==> src/rtl/bcd_countdown_controller.sv <==
// bcd_countdown_controller: loadable BCD countdown timer with a run/pause/expire FSM.
// Ports:
//   Clk        system clock, all state updates on posedge
//   Clear      asynchronous active-high reset
//   Tick       count-enable strobe, one Clk cycle wide
//   Start      start/resume request pulse
//   Stop       pause/abort request pulse
//   Load       load preset pulse (LoadValue, nibbles >9 clamp to 9)
//   LoadValue  preset, packed BCD, digit 0 in [3:0]
//   Count      current packed-BCD value (registered)
//   State      00 IDLE, 01 RUN, 10 PAUSE, 11 DONE (registered)
//   Running    high in RUN only
//   Alarm      high in DONE only
//   Expired    one-cycle pulse on entry to DONE
module bcd_countdown_controller #(
  parameter int unsigned DIGITS = 4
) (
  input  logic                  Clk,
  input  logic                  Clear,
  input  logic                  Tick,
  input  logic                  Start,
  input  logic                  Stop,
  input  logic                  Load,
  input  logic [4*DIGITS-1:0]   LoadValue,
  output logic [4*DIGITS-1:0]   Count,
  output logic [1:0]            State,
  output logic                  Running,
  output logic                  Alarm,
  output logic                  Expired
);

  localparam int unsigned W = 4 * DIGITS;

  typedef enum logic [1:0] {
    IDLE  = 2'b00,
    RUN   = 2'b01,
    PAUSE = 2'b10,
    DONE  = 2'b11
  } state_t;

  state_t         state_q;
  state_t         state_d;
  logic [W-1:0]   count_d;
  logic           expired_d;
  logic [W-1:0]   load_clamped;
  logic [W-1:0]   count_dec;
  logic           count_zero;
  logic           dec_zero;

  // Per-digit clamp of the preset so Count never holds A..F.
  always_comb begin
    load_clamped = '0;
    for (int i = 0; i < int'(DIGITS); i++) begin
      if (LoadValue[4*i +: 4] > 4'd9) load_clamped[4*i +: 4] = 4'd9;
      else                            load_clamped[4*i +: 4] = LoadValue[4*i +: 4];
    end
  end

  // Ripple-borrow BCD decrement: a zero digit becomes 9 and passes the borrow up.
  always_comb begin
    logic borrow;
    count_dec = Count;
    borrow    = 1'b1;
    for (int i = 0; i < int'(DIGITS); i++) begin
      if (borrow) begin
        if (Count[4*i +: 4] == 4'd0) begin
          count_dec[4*i +: 4] = 4'd9;
        end else begin
          count_dec[4*i +: 4] = Count[4*i +: 4] - 4'd1;
          borrow              = 1'b0;
        end
      end
    end
  end

  assign count_zero = (Count == '0);
  assign dec_zero   = (count_dec == '0);

  // Next-state logic; priority Load > Stop > Start > Tick, each only where it acts.
  always_comb begin
    state_d   = state_q;
    count_d   = Count;
    expired_d = 1'b0;
    if (Load) begin
      count_d = load_clamped;
      state_d = IDLE;
    end else if (Stop && (state_q != IDLE)) begin
      state_d = (state_q == RUN) ? PAUSE : IDLE;
    end else if (Start && ((state_q == IDLE) || (state_q == PAUSE))) begin
      if (count_zero) begin
        state_d   = DONE;
        expired_d = 1'b1;
      end else begin
        state_d = RUN;
      end
    end else if (Tick && (state_q == RUN)) begin
      // A forced Tick at zero also lands in DONE with Count held at 0.
      if (count_zero || dec_zero) begin
        count_d   = '0;
        state_d   = DONE;
        expired_d = 1'b1;
      end else begin
        count_d = count_dec;
      end
    end
  end

  // State, count and decoded status all update on the same edge.
  always_ff @(posedge Clk or posedge Clear) begin
    if (Clear) begin
      state_q <= IDLE;
      Count   <= '0;
      Running <= 1'b0;
      Alarm   <= 1'b0;
      Expired <= 1'b0;
    end else begin
      state_q <= state_d;
      Count   <= count_d;
      Running <= (state_d == RUN);
      Alarm   <= (state_d == DONE);
      Expired <= expired_d;
    end
  end

  assign State = state_q;

endmodule

==> config.mk <==
export PLATFORM = sky130hd
export DESIGN_NAME = bcd_countdown_controller
export DESIGN_NICKNAME = d
export VERILOG_FILES = /design/src/rtl/bcd_countdown_controller.sv
export SDC_FILE = /design/constraint.sdc
export NUM_CORES = 1
export LEC_CHECK = 0
export ABC_AREA = 0
export CAP_MARGIN = 20
export CORE_ASPECT_RATIO = 0.75
export CORE_UTILIZATION = 50
export DETAILED_ROUTE_END_ITERATION = 12
export DONT_BUFFER_PORTS = 1
export MAX_ROUTING_LAYER = met4
export PLACE_DENSITY = 0.71
export SLEW_MARGIN = 20
export SYNTH_ARGS = -nofsm -noshare
export SYNTH_HDL_FRONTEND = slang
export SYNTH_SLANG_ARGS = --single-unit
==> constraint.sdc <==
create_clock -name Clk -period 2.3 [get_ports Clk]
set_input_delay 0.46 -clock Clk [delete_from_list [all_inputs] [get_ports Clk]]
set_output_delay 0.46 -clock Clk [all_outputs]
set_load 0.03 [all_outputs]
# Word level (Yosys, flattened, before mapping)
# Cells that the tools add are included.
[word_totals] register_bits=21 out_inout_bits=21 in_bits=22 rom_bits=0 wordCells=68 memories=0 latchBits=0 mem_bits_rw=0
[op_classes] magnitude_cmp=4 bitwise=0 n_div=0 reduce_logical=15 n_shift=0 mul=0 eq_ne=6 n_addsub=4 muxes=34
[ops] cell="2-to-1 mux 16 bit" count=5
[ops] cell="2-to-1 mux 4 bit" count=11
[ops] cell="zero test 16 bit" count=2
[ops] cell="> comparator 4 bit, second input constant" count=4
[ops] cell="zero test 4 bit" count=4
[ops] cell="subtractor 4 x 1 -> 4 bit, second input constant" count=4
[ops] cell="2-to-1 mux 2 bit" count=7
[ops] cell="2-to-1 mux 1 bit" count=11
[ops] cell="== test 2 x 1 -> 1 bit, second input constant" count=2
[ops] cell="== test 2 bit, second input constant" count=2
[ops] cell="!= test 2 bit, second input constant" count=2
[ops] cell="nonzero test 2 bit" count=2
[ops] cell="logical AND 1 bit" count=3
[ops] cell="AND reduction 3 bit" count=1
[ops] cell="zero test 2 bit" count=1
[ops] cell="logical OR 1 bit" count=2

# Longest topological paths before layout
[logic_depth] depth_word=13 depth_mapped=6 depth_no_buf=5

# Worst setup path after synthesis
# Ideal clock, no wire load.
[synth_path] path_type="reg-to-reg" from="register Count[2]" to="register Count[2]" synth_period_minus_slack_ps=1983 slack_ps=317 setup_ps=126 path_stages_with_launch=6 required_time_ps=2174 path_buffers=0 arrival_time_ps=1857 path_cell_list="dfrtp_1 -> or4_4 -> a21oi_4 -> a31o_4 -> nor4_1 -> a311o_1"
[synth_between] elab_chain_len=12 word_cells_on_any_way=17 classes_between="add/sub (1); mux (12); reduce/logical (4)"
[synth_rtl] item="from (decl)" line="25" rtl="output logic [4*DIGITS-1:0] Count,"
[synth_rtl] item="from (signal assigned)" line="118" rtl="Count <= count_d;"
[synth_rtl] item="zero test 4 bit" line="66" rtl="if (Count[4*i +: 4] == 4'd0) begin"
[synth_rtl] item="2-to-1 mux 1 bit" line="66"
[synth_rtl] item="2-to-1 mux 1 bit (2 in series)" line="65" rtl="if (borrow) begin"
[synth_rtl] item="2-to-1 mux 4 bit" line="65"
[synth_rtl] item="zero test 16 bit" line="77" rtl="assign dec_zero = (count_dec == '0);"
[synth_rtl] item="logical OR 1 bit" line="98" rtl="if (count_zero || dec_zero) begin"
[synth_rtl] item="2-to-1 mux 16 bit (*)" line="98"
[synth_rtl] item="2-to-1 mux 16 bit (*)" line="96" rtl="end else if (Tick && (state_q == RUN)) begin"
[synth_rtl] item="2-to-1 mux 16 bit (*)" line="89" rtl="end else if (Start && ((state_q == IDLE) || (state_q == PAUSE))) begin"
[synth_rtl] item="2-to-1 mux 16 bit (*)" line="87" rtl="end else if (Stop && (state_q != IDLE)) begin"
[synth_rtl] item="2-to-1 mux 16 bit (*)" line="84" rtl="if (Load) begin"
# Every way passes the cells marked *; elsewhere a longest branch is shown, timed or not. The select of a mux whose other input is x is not followed.
# A chain may end at the register's enable or synchronous reset.

# Final worst setup path
[layout_path] from="register Count[15]" to="register Count[1]"
[layout_between] elab_chain_len=10 word_cells_on_any_way=12 classes_between="add/sub (1); mux (7); reduce/logical (4)"
[layout_rtl] item="subtractor 4 x 1 -> 4 bit or zero test 4 bit (tied branches)" line="69, 66"
[layout_rtl] item="2-to-1 mux 4 bit" line="66"
[layout_rtl] item="2-to-1 mux 4 bit" line="65"
[layout_rtl] item="zero test 16 bit" line="77"
[layout_rtl] item="logical OR 1 bit (*)" line="98"
[layout_rtl] item="2-to-1 mux 16 bit (*)" line="98"
[layout_rtl] item="2-to-1 mux 16 bit (*)" line="96"
[layout_rtl] item="2-to-1 mux 16 bit (*)" line="89"
[layout_rtl] item="2-to-1 mux 16 bit (*)" line="87"
[layout_rtl] item="2-to-1 mux 16 bit (*)" line="84"
# Marks and branches as above.

==> summary.txt <==
Clock network
  – Clock Path Buffers: 2
  – Num CTS Buffers: 3
  – Clock root buffer: clkbuf_4
  – H-Tree Depth: 1
  – Clock Sinks: 21
  – Postcts setup bufs: 0
  – Worst-Skew Late Latency: 310 ps
  – CTS tree: yes
  – Worst-path clk slew: 130 ps
  – Hold Buf Count CTS: 0
  – Resized Gates After CTS: 0

Timing
  – Fin. Hold Viols: 0
  – Setup Viol. Count Final: 0
  – Least-Margin Pin Slew: 807.7 ps
  – Slew headroom: 46.10%
  – Unrepaired setup endpoints after global routing: false
  – Final Max Slew Viols: 0
  – Worst Skew: 11.05 ps
  – Fin crit period: between 2000 and 2500 ps
  – Final WS setup: 254.5 ps
  – Fin crit share: 88.93%
  – Setup TNS: 0 ps
  – Max Fclk: slightly below 0.5 GHz

Routing
  – DRT iter0 DRCs: 125
  – Vias after detailed routing: between 1000 and 1500
  – Drt wl/cell: 17.49 um
  – Detailed-route wire length: 3691 um
  – First-pass detailed-route iteration total: 4
  – Post-DRT Antenna Nets: 0
  – # DRC: 0
  – Vias per inst: 6.445

Worst setup path
  – CP max-delay cell: dfrtp_1
  – R2r startpoint: Count[15]$_DFFE_PP0P_
  – Setup crit start kind: register
  – Worst path arrival time: 2230 ps
  – Worst Path Required: 2490 ps
  – Worst-path fanout max: 7
  – Crit-path max cell delay: 590 ps
  – Crit-path cells: nor2_1 -> and3_1 -> a31oi_2 -> nand2_1 -> o41ai_1
  – Crit end category: register
  – Delay-heaviest family, CP: compound AO/OA/AOI/OAI gates
  – CP startpoint: Count[15]$_DFFE_PP0P_
  – WP buf/inv: 0
  – CP Class: register to register

Synthesis
  – Syn nets: 181
  – Async SR Flop Fraction: 100.0%
  – Sequential share of the synthesized area: a little under two fifths
  – EDFF count, synth: 0
  – Xor-xnor portion of the synthesized cell area: 0%
  – Cells after synthesis: around 160
  – Largest family of logic cells by synthesized area: simple AND/OR/NAND/NOR gates
  – Mux share of post-synthesis cell area: 0%
  – Synth area leaders: dfrtp_1 (38%), nor2_1 (4.9%), nand2_1 (3.5%)
  – Compound-cell area share of the yosys netlist: 27.82%
  – Adder-cell area share of the yosys netlist: 0%
  – Most used DFF post-synth: dfrtp_1
  – Most numerous cell in the Yosys netlist: dfrtp_1
  – Commonest cells in the netlist: dfrtp_1 (21), nor2_1 (18), nand2_1 (13), nor3_1 (8), o21ai_0 (8)
  – Yosys top cell by area: dfrtp_1
  – Simple-gate area share of the yosys netlist: 30.91%
  – Seq cells post-synth: 21
  – Synthesized area: 0.001376 mm^2
  – YS warnings: 0
  – Syn Area/Cell: between 8 and 9 um^2
  – Post-synth top area share: 38.18%
  – Yosys cell types: just under 50

Place
  – Dpl hpwl: 2794 um
  – GPL Wtd Cong: approximately 0.9
  – I/O Buffers: 0
  – Worst slack at placement: roughly 290 ps
  – Placed inst area: between 0.0015 and 0.002 mm^2

Cells and area
  – Ratio of cells with drive above 1 in the final layout: 17.71%
  – Layout area overhead: 13.00%
  – Final nets: between 150 and 200
  – Fillers: 250
  – Post-route cell area: 0.001555 mm^2
  – Ant. Diodes: 0

Floorplan
  – Num rows: 16
  – Die Y: 47.44 um
  – Core ar.: 0.002603 mm^2
  – Initial Util: 52.88%
  – IO Pins: 43
  – Die Footprint: 0.002968 mm^2
  – Die width: 62.58 um

Job
  – Max-Cap Viols: 0

Power
  – Peak supply drop: 0.3218 mV
  – Leak Pwr: 0.6149 nW
  – Pwr/cell area: between 600 and 700 mW/mm^2

Status
  – Outcome: completed

Global route
  – Vias in the first global route: between 1000 and 1500
  – GRT met2 Usage: 41.74%
  – Gr ovfl total: 0
  – Busiest grt layer: met2
  – Total track usage: 26.86%
  – First-pass GRT wire length: slightly below 6000 um
  – Global routing usage on met3: 7.381%
  – Antenna violations before repair: 0
  – Pin count of the biggest net entering global routing: 30
  – Grt met1 use: between 30% and 40%

Min path
  – Worst hold-check path type: input port to async pin
==> layout by cell type, fill, tap and decap left out, drive strengths merged, types with 2 or more instances in the layout <==
cell type and instances:
o22ai 3, a21oi 7, inv 6, nor2 18, o21a 3, or3 3
a31oi 4, buf 17, a221o 3, nor3 10, a22oi 2, nand2 13
nor2b 2, nand2b 5, clkbuf 4, nor4 4, nand3 6, o21ai 10
or2 2, nand3b 4, nand4 3, a211oi 3, dfrtp 21, o31ai 3
==> per-stage QoR <==
| step | cells | power [W] | utilization (%) | hold slack, ps |
|---|---|---|---|---|
| 2_1_floorplan | 159 | 0.0006987 | - | 436.5 |
| 3_3_place_gp | 207 | 0.0007906 | 58.75 | 542.9 |
| 3_5_place_dp | 207 | 0.0007948 | 58.75 | 541.9 |
| 4_1_cts | 211 | 0.0009764 | 59.76 | 201.7 |
| 5_1_grt | 211 | 0.001023 | 59.76 | 197.7 |
| 6_report | 211 | 0.0009738 | 59.76 | 174.8 |
==> cells by family (layout without fill, tap and decap cells) <==
family	Yosys count	count (layout)
buffers and inverters	11	27
flip-flops	21	21
AO/OA/AOI/OAI	51	51
AND/OR/NAND/NOR	76	76
==> final timing paths <==
check | endpoint | slack [ps] | depth (start not counted)
worst max-delay path | Count[1]$_DFFE_PP0P_ | 250 | 5
worst min-delay path | Count[5]$_DFFE_PP0P_ | 170 | 1
worst max register to register | Count[1]$_DFFE_PP0P_ | 250 | 5
worst min register to register | Count[11]$_DFFE_PP0P_ | 610 | 2
max in group asynchronous | Count[12]$_DFFE_PP0P_ | 1610 | 1
min in group Clk | Expired$_DFF_PP0_ | 210 | 1
==> layout make-up <==
| class | instances | area, um^2 | area share (%) |
|---|---|---|---|
| multi-input cells | 127 | 808.3 | 51.97 |
| flip-flops and latches | 21 | 525.5 | 33.79 |
| well taps | 36 | 45.04 | 2.896 |
| repair buffers | 17 | 127.6 | 8.206 |
| inverters | 6 | 22.52 | 1.448 |
| clock buffers | 4 | 26.28 | 1.689 |
==> report_power, final <==
group / leakage, nW / internal [W] / switching (W)
registers: 0.254 / 0.000410 / 0.0000629
clock network: 0.0150 / 0.0000677 / 0.000115
logic: 0.345 / 0.000116 / 0.000203
total: 0.615 / 0.000593 / 0.000381
==> state kept, by name, indices dropped and copies added, names as in the netlist <==
name / cells
Alarm: 1
Expired: 1
State: 2
Count: 16
Running: 1
==> metal layers <==
layer | part of all wire (%) | wire [um]
met2 | 44 | 1631
met4 | 0.46 | 17
met3 | 10 | 383
met5 | 0 | 0
met1 | 45 | 1659
(Power assumes the default switching activity.)
==> variant, RTL diff (same settings) <==
Add an input register stage for `Tick`, `Start`, `Stop`, `Load` and `LoadValue`, with the module's reset; this delays them by one clock. Comments in the files are not updated.
--- a/src/rtl/bcd_countdown_controller.sv
+++ b/src/rtl/bcd_countdown_controller.sv
@@ -38,6 +38,28 @@
     DONE  = 2'b11
   } state_t;
 
+  logic Tick_q;
+  logic Start_q;
+  logic Stop_q;
+  logic Load_q;
+  logic [4*DIGITS-1:0] LoadValue_q;
+
+  always_ff @(posedge Clk or posedge Clear) begin
+    if (Clear) begin
+      Tick_q      <= '0;
+      Start_q     <= '0;
+      Stop_q      <= '0;
+      Load_q      <= '0;
+      LoadValue_q <= '0;
+    end else begin
+      Tick_q      <= Tick;
+      Start_q     <= Start;
+      Stop_q      <= Stop;
+      Load_q      <= Load;
+      LoadValue_q <= LoadValue;
+    end
+  end
+
   state_t         state_q;
   state_t         state_d;
   logic [W-1:0]   count_d;
@@ -51,8 +73,8 @@
   always_comb begin
     load_clamped = '0;
     for (int i = 0; i < int'(DIGITS); i++) begin
-      if (LoadValue[4*i +: 4] > 4'd9) load_clamped[4*i +: 4] = 4'd9;
-      else                            load_clamped[4*i +: 4] = LoadValue[4*i +: 4];
+      if (LoadValue_q[4*i +: 4] > 4'd9) load_clamped[4*i +: 4] = 4'd9;
+      else                            load_clamped[4*i +: 4] = LoadValue_q[4*i +: 4];
     end
   end
 
@@ -81,19 +103,19 @@
     state_d   = state_q;
     count_d   = Count;
     expired_d = 1'b0;
-    if (Load) begin
+    if (Load_q) begin
       count_d = load_clamped;
       state_d = IDLE;
-    end else if (Stop && (state_q != IDLE)) begin
+    end else if (Stop_q && (state_q != IDLE)) begin
       state_d = (state_q == RUN) ? PAUSE : IDLE;
-    end else if (Start && ((state_q == IDLE) || (state_q == PAUSE))) begin
+    end else if (Start_q && ((state_q == IDLE) || (state_q == PAUSE))) begin
       if (count_zero) begin
         state_d   = DONE;
         expired_d = 1'b1;
       end else begin
         state_d = RUN;
       end
-    end else if (Tick && (state_q == RUN)) begin
+    end else if (Tick_q && (state_q == RUN)) begin
       // A forced Tick at zero also lands in DONE with Count held at 0.
       if (count_zero || dec_zero) begin
         count_d   = '0;
Behaviour: not the same (Yosys sat finds a counterexample within 4 cycles, from zero or initial values).
==> variant against the unedited design <==
Routed wire length rose by 22%; die area increased by 36%; final area is 41% higher; total power increased by 78%; sequential cell count is 20 higher; worst setup slack improved by 0.071 ns; area after synthesis increased by 38%.
==> variant: results (changes against the unedited design) <==
[metrics] Avg Synthesized Cell Area: 10.8 sq um (+24%)
[metrics] run status: complete, no violations
[metrics] register clock-pin slew on the reported worst setup and hold paths: 0.08 ns (-0.05 ns)
[metrics] cts bufs inserted: 5 (+2)
[metrics] Critical-path top delay cell: or4_1
[metrics] dominant delay contributor by cell family on the critical path: simple AND/OR/NAND/NOR gates
[metrics] cells taking the most area after synthesis: dfrtp_1 (54%), o21ai_0 (3.7%), nor4_4 (3.4%)
[metrics] vias in the first global route: 1485 (+21%)
[metrics] Vias/cell: 6.35 (-1.5%)
[metrics] Clock Skews: 0.00943 ns (-0.00162 ns)
[metrics] Worst R2R Start: Count[4]$_DFFE_PP0P_
[metrics] Root Buffer: clkbuf_8
[metrics] CTS H-tree lvls: 2 (+1)
[metrics] final weighted congestion of routability-driven global placement: 0.899 (+2.4%)
[metrics] total congestion overflow after global routing: 0 (unchanged)
[metrics] placed instance count: 238 (+15%)
[metrics] remaining routing DRC violations: 0 (unchanged)
[metrics] Warnings, synthesis: 0 (unchanged)
[metrics] HPWL after DPL: 3160 um (+13%)
[metrics] total routing usage reported by global routing: 0.250 (-0.0183)
[metrics] Initial DRC Count: 94 (-25%)
[metrics] register area share after synthesis: 0.541 (+0.159)
[metrics] Avg WL per Cell: 18.3 um (+4.4%)
[metrics] data arrival time of the critical path: 2.20 ns (-0.03 ns)
[metrics] Tightest Hold Check Type: input pin to async pin
[metrics] maximum number of pins on one net before global-route repair: 42 (+40%)
[metrics] layout net count: 217 (+9.6%)
[metrics] 1st-pass router iterations: 5 (+1)
[metrics] global-route wire length before repair: 7200 um (+22%)
[metrics] leakage power figure: 0.908 nW (+48%)
[metrics] Worst Tran Pin Value: 0.504 ns (-0.303 ns)
[metrics] Post-Syn Nets: 198 (+9.4%)
[metrics] Largest stage delay, worst path: 0.52 ns (-0.07 ns)
[metrics] Critical Path Fanout Max: 8 (+1)
[metrics] top cells by instance count after synthesis: dfrtp_1 (41), nor2_1 (16), o21ai_0 (14)
[metrics] number of cells traversed by the worst register-to-register path: 4 (-1)
[metrics] number of distinct standard cells referenced by the synthesized netlist: 48 (-2.0%)
[metrics] worst voltage drop across the vdd grid: 518 uV (+61%)
[metrics] filler-free cell count of the finished design: 246 (+17%)
[metrics] fraction of final layout cells sized beyond drive strength 1: 0.184 (+0.00653)
[variant: cell count changes after synthesis, sizes merged, moves of 4 or more]
cell / unedited run / this run
dfrtp: 21 / 41
o21ai: 10 / 17
nor3: 10 / 5
nand2: 13 / 9
nand2b: 5 / 1
nand3b: 4 / 0
[variant: path summary, 6_finish.rpt]
check                                           end  slack [ns]
min reg2reg                    Count[6]$_DFFE_PP0P_        0.49
max reg2reg                   Count[14]$_DFFE_PP0P_        0.33
min                        LoadValue_q[3]$_DFF_PP0_        0.17
min in group Clk                  Start_q$_DFF_PP0_        0.17
max                           Count[14]$_DFFE_PP0P_        0.33
max in group asynchronous      Count[3]$_DFFE_PP0P_        1.77
[variant: stage by stage]
| step | area, sq um | setup WS, ns |
|---|---|---|
| after floorplan | 1900 | 0.313 |
| after global placement | 2070 | 0.382 |
| after detailed placement | 2070 | 0.356 |
| after CTS | 2190 | 0.332 |
| after global routing | 2190 | 0.196 |
| final | 2190 | 0.325 |
[variant: worst reg2reg max path, stage by stage, from the launching register on]
cell	delay [ns]
dfrtp_1	0.42
nor4_4	0.51
nand4b_1	0.29
or4_1	0.52
a31oi_1	0.16
[variant: power by group]
| group | total (mW) | internal [mW] | switching [mW] |
|---|---|---|---|
| combinational | 0.278 | 0.0999 | 0.178 |
| sequential | 0.845 | 0.770 | 0.0746 |
| clock | 0.612 | 0.353 | 0.259 |
[variant: cells by family (layout without fill, tap and decap cells)]
group	count (synthesis)	in the layout	share of synthesized area
flops	41	41	0.541
simple gates	58	58	0.201
buf+inv	15	35	0.0323
compound gates	60	60	0.215
mux	2	2	0.0106
[variant: cell type report]
cell class / count / area (sq um)
Sequential cell: 41 / 1030
Timing Repair Buffer: 19 / 143
Tap cell: 50 / 62.6
Multi-Input combinational cell: 120 / 808
Clock inverter: 2 / 37.5
Clock buffer: 6 / 82.6
Fill cell: 289 / 1260
Inverter: 8 / 30.0
[variant: metal layers]
| metal | wire length (um) | part of all wire | vias to the layer above | GRT usage |
|---|---|---|---|---|
| li1 | - | - | 704 | - |
| met1 | 1850 | 0.41 | 778 | 0.306 |
| met2 | 2230 | 0.50 | 74 | 0.370 |
| met3 | 363 | 0.081 | 6 | 0.0949 |
| met4 | 51 | 0.011 | 0 | 0.104 |
| met5 | 0 | 0 | - | - |
